$ cat config.mk
export PLATFORM = sky130hd
export DESIGN_NAME = tvip_axi_read_responder
export DESIGN_NICKNAME = d
export VERILOG_FILES = /design/src/rtl/tvip_axi_read_responder.sv
export SDC_FILE = /design/constraint.sdc
export NUM_CORES = 1
export LEC_CHECK = 0
export BUFFER_PORTS_ARGS = -buffer_cell sky130_fd_sc_hd__buf_2
export CAP_MARGIN = 20
export CORE_MARGIN = 1
export CORE_UTILIZATION = 59
export CTS_BUF_LIST = sky130_fd_sc_hd__clkbuf_8
export DETAILED_ROUTE_END_ITERATION = 12
export PLACE_DENSITY = 0.84
export SLEW_MARGIN = 20
export SYNTH_ARGS = -nofsm -noshare
export SYNTH_HDL_FRONTEND = slang
export SYNTH_SLANG_ARGS = --single-unit
$ cat constraint.sdc
create_clock -name aclk -period 13.55 [get_ports aclk]
set_input_delay 0.6775 -clock aclk [delete_from_list [all_inputs] [get_ports aclk]]
set_output_delay 0.6775 -clock aclk [all_outputs]
set_load 0.005 [all_outputs]
$ cat src/rtl/tvip_axi_read_responder.sv
// AXI read-channel responder: accepts one AR burst at a time and plays its beats
// out on R, driving a combinational memory port. Optional SLVERR checking: TVIP_AXI_READ_RESPONDER_ERROR_CHECK_EN.
module tvip_axi_read_responder #(
  parameter int ID_WIDTH      = 4,
  parameter int ADDRESS_WIDTH = 32,
  parameter int DATA_WIDTH    = 32
) (
  input  logic                     aclk,
  input  logic                     areset_n,
  input  logic                     arvalid,
  output logic                     arready,
  input  logic [ID_WIDTH-1:0]      arid,
  input  logic [ADDRESS_WIDTH-1:0] araddr,
  input  logic [7:0]               arlen,
  input  logic [2:0]               arsize,
  input  logic [1:0]               arburst,
  output logic                     rvalid,
  input  logic                     rready,
  output logic [ID_WIDTH-1:0]      rid,
  output logic [DATA_WIDTH-1:0]    rdata,
  output logic [1:0]               rresp,
  output logic                     rlast,
  output logic [ADDRESS_WIDTH-1:0] mem_addr,
  input  logic [DATA_WIDTH-1:0]    mem_rdata
);

  localparam logic [1:0] BURST_FIXED = 2'b00;
  localparam logic [1:0] BURST_WRAP  = 2'b10;
  localparam logic [1:0] RESP_OKAY   = 2'b00;
  localparam logic [1:0] RESP_SLVERR = 2'b10;

  typedef enum logic {IDLE, BURST} state_t;

  state_t                   state_reg, state_next;
  logic                     ready_en_reg;
  logic [ID_WIDTH-1:0]      id_reg;
  logic [ADDRESS_WIDTH-1:0] addr_reg;
  logic [7:0]               len_reg;
  logic [7:0]               beat_cnt_reg;
  logic [2:0]               size_reg;
  logic [1:0]               burst_reg;
  logic [ADDRESS_WIDTH-1:0] wrap_lower_reg;
  logic [ADDRESS_WIDTH-1:0] wrap_upper_reg;

  logic                     ar_fire, r_fire, last_beat;
  logic [ADDRESS_WIDTH-1:0] size_bytes, incr_addr, next_addr;
  logic [ADDRESS_WIDTH-1:0] container, wrap_lower;

  assign ar_fire   = arvalid & arready;
  assign r_fire    = rvalid & rready;
  assign last_beat = (beat_cnt_reg == len_reg);

  // arready must stay low through reset and only rise on the first edge after release.
  always_ff @(posedge aclk or negedge areset_n) begin
    if (!areset_n) ready_en_reg <= 1'b0;
    else           ready_en_reg <= 1'b1;
  end

  always_ff @(posedge aclk or negedge areset_n) begin
    if (!areset_n) state_reg <= IDLE;
    else           state_reg <= state_next;
  end

  always_comb begin
    state_next = state_reg;
    case (state_reg)
      IDLE:    if (ar_fire) state_next = BURST;
      BURST:   if (r_fire && last_beat) state_next = IDLE;
      default: state_next = IDLE;
    endcase
  end

  always_comb begin
    arready = 1'b0;
    rvalid  = 1'b0;
    rlast   = 1'b0;
    case (state_reg)
      IDLE:  arready = ready_en_reg;
      BURST: begin
        rvalid = 1'b1;
        rlast  = last_beat;
      end
      default: ;
    endcase
  end

  // Address sequencing: INCR aligns down before stepping, so an unaligned start
  // only affects beat 0. Reserved burst types step like INCR.
  assign size_bytes = {{(ADDRESS_WIDTH-1){1'b0}}, 1'b1} << size_reg;
  assign incr_addr  = (addr_reg & ~(size_bytes - 1'b1)) + size_bytes;

  always_comb begin
    next_addr = incr_addr;
    if (burst_reg == BURST_FIXED)
      next_addr = addr_reg;
    else if (burst_reg == BURST_WRAP && incr_addr == wrap_upper_reg)
      next_addr = wrap_lower_reg;
  end

  assign container  = (ADDRESS_WIDTH'(arlen) + 1'b1) << arsize;
  assign wrap_lower = araddr & ~(container - 1'b1);

  always_ff @(posedge aclk or negedge areset_n) begin
    if (!areset_n) begin
      id_reg         <= '0;
      addr_reg       <= '0;
      len_reg        <= '0;
      beat_cnt_reg   <= '0;
      size_reg       <= '0;
      burst_reg      <= '0;
      wrap_lower_reg <= '0;
      wrap_upper_reg <= '0;
    end else if (ar_fire) begin
      id_reg         <= arid;
      addr_reg       <= araddr;
      len_reg        <= arlen;
      beat_cnt_reg   <= '0;
      size_reg       <= arsize;
      burst_reg      <= arburst;
      wrap_lower_reg <= wrap_lower;
      wrap_upper_reg <= wrap_lower + container;
    end else if (r_fire && !last_beat) begin
      addr_reg     <= next_addr;
      beat_cnt_reg <= beat_cnt_reg + 8'd1;
    end
  end

  assign rid      = id_reg;
  assign mem_addr = addr_reg;

`ifdef TVIP_AXI_READ_RESPONDER_ERROR_CHECK_EN
  logic [1:0] resp_reg;
  logic       size_err, burst_err, wrap_len_err;

  assign size_err     = (9'd1 << arsize) > 9'(DATA_WIDTH / 8);
  assign burst_err    = (arburst == 2'b11);
  assign wrap_len_err = (arburst == BURST_WRAP) &&
                        !(arlen == 8'd1 || arlen == 8'd3 || arlen == 8'd7 || arlen == 8'd15);

  always_ff @(posedge aclk or negedge areset_n) begin
    if (!areset_n)    resp_reg <= RESP_OKAY;
    else if (ar_fire) resp_reg <= (size_err || burst_err || wrap_len_err) ? RESP_SLVERR : RESP_OKAY;
  end

  assign rresp = resp_reg;
  assign rdata = (resp_reg == RESP_SLVERR) ? '0 : mem_rdata;
`else
  assign rresp = RESP_OKAY;
  assign rdata = mem_rdata;
`endif

endmodule

======== Yosys cells after proc, flatten, opt, wreduce, memory -nomap -nowiden ========
Index checks and enable logic that the tools add are counted.
operators by class
  $add $sub $neg .......................... 6
  eq/ne operators ......................... 4
  shifts and indexed selects .............. 2
  mux-type cells .......................... 12
  bitwise gates (word level) .............. 7
  reduce and logical (&&, ||, !) cells .... 7
operators by type and width
  kind                                                 number
  two-way mux 32 bit                                   4
  adder 32 bit                                         2
  bitwise AND 32 bit                                   2
  inverter 32 bit                                      2
  subtractor 32 x 1 -> 32 bit (second input constant)  2
  equality test 32 bit                                 1
  left shift 1 x 3 -> 32 bit (first input constant)    1
  left shift 9 x 3 -> 32 bit                           1
  two-way mux 8 bit                                    2
  adder 8 x 1 -> 9 bit (second input constant)         1
  adder 8 x 1 -> 8 bit (second input constant)         1
  equality test 8 bit                                  1
  two-way mux 1 bit                                    5
  logical AND 1 bit                                    3
  bitwise AND 1 bit                                    2
  equality test 2 bit (second input constant)          1
  logical NOT 2 bit                                    1
  inequality test 2 bit (second input constant)        1
  case mux 1 bit (2 select lines)                      1
  AND reduction 2 bit                                  1
  nonzero test 2 bit                                   1
  logical NOT 1 bit                                    1
  inverter 1 bit                                       1
storage, ports and cells
  register bits ........................... 123
  input port bits ......................... 85
  output and inout port bits .............. 73

======== Depth between registers and ports, before layout ========
Gate-level depths: netlist of the first run.
  word-level depth ........................ 11
  mapped depth ............................ 23

======== Worst setup path before layout of the first run ========
OpenSTA, ideal clock, no wires.
  path kind ............................... input-to-reg
  start ................................... input arlen[0]
  end ..................................... register wrap_upper_reg[24]
  library setup time ...................... 129 ps
  data arrival time ....................... 5,097 ps
  data required time ...................... 13,421 ps
  setup slack ............................. 8,325 ps
  cell stages on the path ................. 21
  cell sequence ........................... ha_1 > clkbuf_1 > xor2_1 > a221oi_2 > a21oi_1 > or2_2 > and3_1 > ha_1 > nand2_1 > a311o_1 > a211oi_1 > o31ai_1 > a2111oi_2 > a211oi_2 > o21ai_2 > o2111ai_1 > a311oi_2 > and3_1 > buf_2 > xor2_1 > o21ai_1
on the way
  cells in the longest elaborated chain, start to end .. 6
RTL lines
  what                         RTL line  source
  start, declared              14        input logic [7:0] arlen,
  adder 8 x 1 -> 9 bit         100       assign container = (ADDRESS_WIDTH'(arlen) + 1'b1) << arsize;
  left shift 9 x 3 -> 32 bit   100
  subtractor 32 x 1 -> 32 bit  101       assign wrap_lower = araddr & ~(container - 1'b1);
  inverter 32 bit              101
  bitwise AND 32 bit           101
  via wrap_lower[3]            47        logic [ADDRESS_WIDTH-1:0] container, wrap_lower;
  adder 32 bit                 121       wrap_upper_reg <= wrap_lower + container;
  end signal, assigned         121
  end, declared                43        logic [ADDRESS_WIDTH-1:0] wrap_upper_reg;
The timed path passes the listed nets, and every way through them passes these cells.
A chain may end at the register's enable or synchronous reset.

======== Worst setup path after layout of the first run ========
  start ................................... register size_reg[2]
  end ..................................... register addr_reg[6], in the netlist mem_addr[6]
on the way
  cells in the longest elaborated chain, start to end .. 11
RTL lines
  what                            RTL line  source
  start, declared                 40        logic [2:0] size_reg;
  start signal, assigned          118       size_reg <= arsize;
  left shift 1 x 3 -> 32 bit (*)  89        assign size_bytes = {{(ADDRESS_WIDTH-1){1'b0}}, 1'b1} << size_reg;
  subtractor 32 x 1 -> 32 bit     90        assign incr_addr = (addr_reg & ~(size_bytes - 1'b1)) + size_bytes;
  inverter 32 bit                 90
  bitwise AND 32 bit              90
  adder 32 bit (*)                90
  equality test 32 bit            96        else if (burst_reg == BURST_WRAP && incr_addr == wrap_upper_reg)
  logical AND 1 bit               96
  two-way mux 32 bit (*)          96
  two-way mux 32 bit (*)          94        if (burst_reg == BURST_FIXED)
  two-way mux 32 bit (*)          122       end else if (r_fire && !last_beat) begin
  two-way mux 32 bit (*)          113       end else if (ar_fire) begin
  end signal, assigned            115       addr_reg <= araddr;
  end signal, assigned            123       addr_reg <= next_addr;
  end, declared                   37        logic [ADDRESS_WIDTH-1:0] addr_reg;
Mark *: on every way between the ends. The rest lies on a longest branch, timed or not. The select of a mux whose other input is x is not followed.

==> impl_metrics.yaml, run 1 <==
power_and_ir_drop:
  power_density_nw_per_um2: 186.5
  internal_power_mw: 1.088
  clockPowerShare_pct: 16.9
  swShare_pct: 44.75
  p_comb_share_pct: 46.7
  p_leak_nw: 4.708
  seqPwrFrac_pct: 36.4
  p_sw_mw: 0.8815
  power.total_mw: 1.970
  vdd_drop_max_v: 0.00009342
yosys:
  synth_ff_type: "dfrtp_1"
  netlist-cell-type-count: 94
  yosysSeqAreaShare_pct: 31.04
  syn_inst: 1225
  synthesis.area_um2: 9916
  synthMuxAreaShare_pct: 5.653
  yosys.area_share.adder_pct: 1.893
  synthXorXnorAreaFrac_pct: 9.363
  synthArstFlopShare_pct: 100.0
  synth_edf_count: 0
  synth_top_family_by_area: "simple AND/OR/NAND/NOR gates"
  avgSynthCellArea_um2: 8.094
  synth-seq-cells: 123
  synth-compound-area-share_pct: 21.34
  yosys.area_share.simple_pct: 23.80
  synth_warnings: 0
setup_path:
  critPathTopFamily: "simple AND/OR/NAND/NOR gates"
  critical_path_required_ns: 13.93
  cp_slowest_stage_delay_ns: 0.86
  path_buf_inv: 1
  path_common_cell: "nand4_1"
  crit_path_max_fanout: 20
  start_kind: "flop"
  worstPathCellList: "or3_1 > ha_1 > nor2b_1 > nand4_1 > a221oi_2 > o211ai_2 > a31oi_1 > and2_1 > o22ai_1 > or4_1 > nor4_1 > nand4_1 > buf_4 > mux2_4 > a21oi_1"
  critPathKind: "reg2reg"
  cp.arrival_ns: 6.74
  cp_slowest_cell: "nand4_1"
  cp-end-kind: "flop"
clocking:
  cts_hold_buf: 0
  cts_setup_buffers: 0
  clock-root-buffer: "clkbuf_8"
  cts_buffers: 17
  insertion_delay_ns: 0.46
  ctsResizeCount: 0
  htree_levels: 4
  max-clock-path-buffers: 2
  cts.sinks: 123
  cts_tree: "done"
  clk_pin_slew_ns: 0.08
placed_design:
  place_hpwl_um: 20330
  place_congestion: 0.9903
  numPortBuffers: 91
grt:
  grt_pass1_wl_um: 45780
  track_usage_pct: 33.06
  antenna_found_initial: 0
  grt_overflow: 0
  grt_pass1_vias: 8910
  grt_max_degree: 95
sta:
  hold_viol: 0
  rsz0062_at_grt: "false"
  setup_violations: 0
  tns_ns: 0
  tightest_slew_ns: 1.153
  drv_slew: 0
  fmax_mhz: 157.4
  slew_headroom_pct: 22.81
  period_share_pct: 46.89
  skew_ns: 0.01497
  min_period_ns: 6.353
detailed_routing:
  drt_iter0_markers: 1111
  avgViaCountPerCell: 6.537
  route.vias.total: 9623
  drcViolationCount: 0
  routed_wl_um: 28540
  wire_per_inst_um: 19.39
  drtAntennaViolNets: 0
  firstDrtPassIters: 6
floorplan:
  die_w_um: 131.6
  fp.dieH_um: 131.6
  core.rowCount: 47
  ios: 158
  coreArea_um2: 16520
  start_util_pct: 60.01
  dieArea_um2: 17330
final_layout:
  diodes: 0
  finalNetCount: 1339
  syn_to_final_growth_pct: 6.536
  mostFrequentLayoutCells: "197 x nand2_1, 123 x dfrtp_1, 90 x buf_2"
  drive_above_1_share_pct: 14.14
  fillers: 1401
  final_common_cell: "nand2_1"
outcome:
  status: "complete, no violations"
run:
  drv_cap: 0
min_path:
  min_path_type: "in2async"
per-stage QoR:
| stage | worst slack (ns) | area (um^2) | instances | util, % | hold slack, ns |
|---|---|---|---|---|---|
| floorplan | 8.325 | 9920 | 1226 | - | 0.3819 |
| global placement | 7.519 | 10160 | 1440 | 61.51 | 0.4519 |
| detailed placement | 7.315 | 10160 | 1440 | 61.51 | 0.4579 |
| CTS | 7.341 | 10560 | 1472 | 63.93 | 0.3297 |
| global route | 6.815 | 10560 | 1472 | 63.93 | 0.3973 |
| finish | 7.197 | 10560 | 1472 | 63.93 | 0.3246 |
worst paths after layout:
| check | from | to | slack, ns | cells past startpoint |
|---|---|---|---|---|
| hold / removal | areset_n | ready_en_reg$_DFF_PN0_ | 0.32 | 1 |
| hold reg to reg | rid[3]$_DFFE_PN0P_ | rid[3]$_DFFE_PN0P_ | 0.47 | 2 |
| min in group aclk | arid[2] | rid[2]$_DFFE_PN0P_ | 0.40 | 3 |
| setup / recovery | size_reg[2]$_DFFE_PN0P_ | mem_addr[6]$_DFFE_PN0P_ | 7.20 | 15 |
| max in group asynchronous | areset_n | wrap_upper_reg[10]$_DFFE_PN0P_ | 11.97 | 2 |
| setup reg to reg | size_reg[2]$_DFFE_PN0P_ | mem_addr[6]$_DFFE_PN0P_ | 7.20 | 15 |
power by group through the flow:
stage / sequential [mW] / clock [mW] / combinational (mW)
after floorplan: 0.643 / 0 / 0.686
after global placement: 0.708 / 0 / 0.870
after detailed placement: 0.711 / 0 / 0.896
after CTS: 0.706 / 0.337 / 0.904
after global routing: 0.733 / 0.349 / 1.01
final: 0.716 / 0.333 / 0.920
cell families after synthesis:
kind of cell,after synthesis
and+or+nand+nor,476
adders and majority gates,15
other,2
xor gates and xnor gates,106
DFF,123
AOI/OAI and AO/OA,312
muxes,53
buffers and inverters,138
synthesized netlist by cell type (all sizes together), types with 5 or more instances:
cell | instances | area, um^2
nand2 | 200 | 755.7
dfrtp | 123 | 3078
o21ai | 87 | 439.2
xnor2 | 69 | 604.3
nor2 | 59 | 221.5
buf | 56 | 369.1
a21oi | 54 | 270.3
clkbuf | 48 | 181.4
nand3 | 44 | 220.2
mux2i | 38 | 380.4
xor2 | 37 | 324.1
inv | 33 | 123.9
nand4 | 30 | 193.9
o22ai | 26 | 162.7
and2 | 22 | 137.6
and3 | 22 | 137.6
a31oi | 16 | 106.4
ha | 15 | 187.7
mux2 | 15 | 180.2
nor2b | 15 | 93.84
a211oi | 14 | 110.1
nand2b | 13 | 81.33
nor3 | 12 | 60.06
o211ai | 12 | 95.09
a22oi | 11 | 82.58
nor4 | 9 | 56.30
o31ai | 9 | 67.56
or2 | 9 | 56.31
a2111oi | 8 | 95.09
nor3b | 8 | 71.32
or3 | 8 | 50.05
a21o | 7 | 52.55
a311oi | 7 | 73.82
o21a | 7 | 52.55
a21boi | 6 | 45.05
a22o | 6 | 52.55
and4 | 6 | 52.55
a221oi | 5 | 62.56
o2111ai | 5 | 43.79
final cells by class:
type,instances,area [um^2],area share (%)
well taps,220,275.3,2.606
inverters,34,127.6,1.208
flip-flops and latches,123,3078,29.14
clock buffers,17,234.0,2.215
multi-input cells,965,6172,58.43
clock inverters,15,166.4,1.575
repair buffers,98,510.5,4.832
routing by layer:
layer	share of wire, %	up-vias	track usage (%)
met5	0	-	0
met4	4.0	0	16.41
met3	8.7	103	5.363
met2	46	530	51.18
met1	42	4560	44.80
li1	-	4430	-
(Power assumes the default switching activity.)
==> run 2, diff against run 1 <==
--- a/config.mk
+++ b/config.mk
@@ -8,10 +8,10 @@
 export BUFFER_PORTS_ARGS = -buffer_cell sky130_fd_sc_hd__buf_2
 export CAP_MARGIN = 20
 export CORE_MARGIN = 1
-export CORE_UTILIZATION = 59
+export CORE_UTILIZATION = 54
 export CTS_BUF_LIST = sky130_fd_sc_hd__clkbuf_8
 export DETAILED_ROUTE_END_ITERATION = 12
-export PLACE_DENSITY = 0.84
+export PLACE_DENSITY = 0.81
 export SLEW_MARGIN = 20
 export SYNTH_ARGS = -nofsm -noshare
 export SYNTH_HDL_FRONTEND = slang
==> constraint.sdc (replaced) <==
create_clock -name aclk -period 5.6 [get_ports aclk]
set_input_delay 0.28 -clock aclk [delete_from_list [all_inputs] [get_ports aclk]]
set_output_delay 0.28 -clock aclk [all_outputs]
set_load 0.005 [all_outputs]
==> run 2 against run 1 <==
Against the previous run: combinational power increased by 150%; via count decreased by 0.14%; die area increased by 9.1%; total power increased by 140%; critical path type unchanged; cell count increased by 2.1%; global-route usage decreased by 1.4 points; sequential share of layout area decreased by 0.49 points; largest cell class unchanged; clock-buffer cell count increased by 1; first-iteration DRC count decreased by 7.1%; largest power group unchanged.
==> impl_metrics.yaml, run 2 (synthesized netlist as in run 1, its figures left out) <==
outcome:
  status: "complete, no violations"
final_layout:
  drive_above_1_share_pct: 15.08
  final_common_cell: "nand2_1"
  mostFrequentLayoutCells: "197 x nand2_1, 123 x dfrtp_1, 90 x buf_2"
  multiInputGateArea_um2: 6172
  stdcell_count: 1503
  syn_to_final_growth_pct: 8.354
  fillers: 1599
  finalNetCount: 1360
  layout.area.seq_um2: 3078
clocking:
  cts_tree: "done"
  clk_pin_slew_ns: 0.07
  htree_levels: 4
  insertion_delay_ns: 0.47
  max-clock-path-buffers: 2
  cts_buffers: 17
  ctsResizeCount: 0
  clock-root-buffer: "clkbuf_8"
  cts.sinks: 123
power_and_ir_drop:
  internal_power_mw: 2.667
  clockPowerShare_pct: 16.8
  p_comb_share_pct: 47.6
  vdd_drop_max_v: 0.0002323
  p_sw_mw: 2.083
  swShare_pct: 43.85
  seqPwrFrac_pct: 35.6
  power.total_mw: 4.750
  power_density_nw_per_um2: 442.1
  p_leak_nw: 4.800
setup_path:
  cp.arrival_ns: 5.65
  critical_path_required_ns: 5.99
  cp-end-kind: "flop"
  start_kind: "flop"
  cp_slowest_cell: "a211oi_1"
  crit_start: "size_reg[1]$_DFFE_PN0P_"
  critPathKind: "reg2reg"
  crit_path_max_fanout: 25
  path_buf_inv: 2
  critPathTopFamily: "compound AO/OA/AOI/OAI gates"
  worstPathCellList: "or3_1 > ha_1 > buf_4 > nor2b_1 > a21oi_1 > o22ai_1 > a21boi_1 > a211oi_1 > o21a_1 > nand3_1 > xnor2_1 > xnor2_1 > a2111oi_0 > nand4_1 > buf_4 > mux2_4 > a21oi_1"
  r2r_setup_slack_ns: 0.34
  crit_end: "mem_addr[6]$_DFFE_PN0P_"
  r2r_cells: 17
  r2r_end: "mem_addr[6]$_DFFE_PN0P_"
  cp_slowest_stage_delay_ns: 0.65
  worst-path-stages: 17
  timing.rr.start: "size_reg[1]$_DFFE_PN0P_"
placed_design:
  numPortBuffers: 91
  place_congestion: 0.9372
  dp_cells: 1465
  place_hpwl_um: 20890
floorplan:
  die_w_um: 137.5
  dieArea_um2: 18910
  coreArea_um2: 17960
  ios: 158
  core.rowCount: 49
  fp.dieH_um: 137.5
  start_util_pct: 55.20
detailed_routing:
  routed_wl_um: 28980
  route.vias.total: 9610
  firstDrtPassIters: 7
  avgViaCountPerCell: 6.394
  drcViolationCount: 0
  drt_iter0_markers: 1032
  drtAntennaViolNets: 0
  wire_per_inst_um: 19.28
sta:
  hold_viol: 0
  period_share_pct: 94.02
  skew_ns: 0.01514
  slew_headroom_pct: 27.23
  min_period_ns: 5.265
  tns_ns: 0
  fmax_mhz: 189.9
  rsz0062_at_grt: "false"
  drv_slew: 0
  setup_violations: 0
  tightest_slew_ns: 1.087
grt:
  grt_pass1_vias: 8969
  track_usage_pct: 31.67
  grt_max_degree: 71
  antenna_found_initial: 0
  grt_pass1_wl_um: 46130
  grt_overflow: 0
min_path:
  hold_path_depth: 3
  min_path_type: "in2reg"
run:
  drv_cap: 0
-- run 2: cell count changes in the layout (fill, tap and decap cells not counted), sizes merged --
cell         before  now
dlygate4sd3       0    5
clkbuf           17   18
inv              37   35
buf              98  114
clkinv            7    5
clkinvlp          3    6
diode             0    1
-- run 2: cell type report --
class	count	area share, %
multi-input cells	965	57.45
flip-flops and latches	123	28.65
repair buffers	119	6.335
well taps	229	2.667
clock buffers	18	2.306
clock inverters	14	1.386
inverters	34	1.188
diodes	1	0.02329
-- run 2: worst min-delay path by stage --
stage | to | from | slack, ns
4_1_cts | rid[0]$_DFFE_PN0P_ | arid[0] | 0.007
5_1_grt | rid[0]$_DFFE_PN0P_ | arid[0] | 0.03
3_5_place_dp | wrap_lower_reg[25]$_DFFE_PN0P_ | wrap_lower_reg[25]$_DFFE_PN0P_ | 0.46
3_3_place_gp | wrap_lower_reg[25]$_DFFE_PN0P_ | wrap_lower_reg[25]$_DFFE_PN0P_ | 0.45
6_report | rid[0]$_DFFE_PN0P_ | arid[0] | 0.03
2_1_floorplan | beat_cnt_reg[0]$_DFFE_PN0P_ | areset_n | -0.02
-- run 2: power by group through the flow --
stage / combinational (mW) / sequential (mW) / clock [mW]
CTS: 2.24 / 1.67 / 0.802
detailed placement: 2.22 / 1.69 / 0
global placement: 2.16 / 1.67 / 0
global route: 2.51 / 1.73 / 0.835
finish: 2.26 / 1.69 / 0.798
floorplan: 1.66 / 1.56 / 0
-- run 2: what timing repair did --
item | 4_1_cts | 5_1_grt
setup buffers | 0 | 0
hold endpoints to repair | 72 | 0
hold buffers | 5 | 0
-- run 2: stage by stage --
| step | utilization (%) | setup WS (ns) | hold slack, ns | cell area [um^2] |
|---|---|---|---|---|
| after global routing | 59.80 | 0.1046 | 0.03022 | 10740 |
| after global placement | 57.31 | 0.4145 | 0.4520 | 10290 |
| after CTS | 59.80 | 0.4702 | 0.006726 | 10740 |
| after floorplan | - | 0.7722 | -0.01559 | 9920 |
| final | 59.81 | 0.3351 | 0.02581 | 10740 |
| after detailed placement | 57.31 | 0.2074 | 0.4565 | 10290 |
-- run 2: routing by layer --
layer | vias to the layer above | routed length, um | track usage (%)
li1 | 4459 | - | -
met3 | 78 | 2237 | 5.666
met4 | 0 | 848 | 13.06
met5 | - | 0 | 0
met1 | 4613 | 12580 | 43.11
met2 | 460 | 13310 | 49.39
-- run 2: worst reg2reg max path, stage by stage (launching register included) --
cell	delay [ns]
dfrtp_1	0.45
or3_1	0.43
ha_1	0.23
buf_4	0.16
nor2b_1	0.14
a21oi_1	0.08
o22ai_1	0.23
a21boi_1	0.13
a211oi_1	0.65
o21a_1	0.48
nand3_1	0.17
xnor2_1	0.26
xnor2_1	0.12
a2111oi_0	0.57
nand4_1	0.24
buf_4	0.35
mux2_4	0.37
a21oi_1	0.14
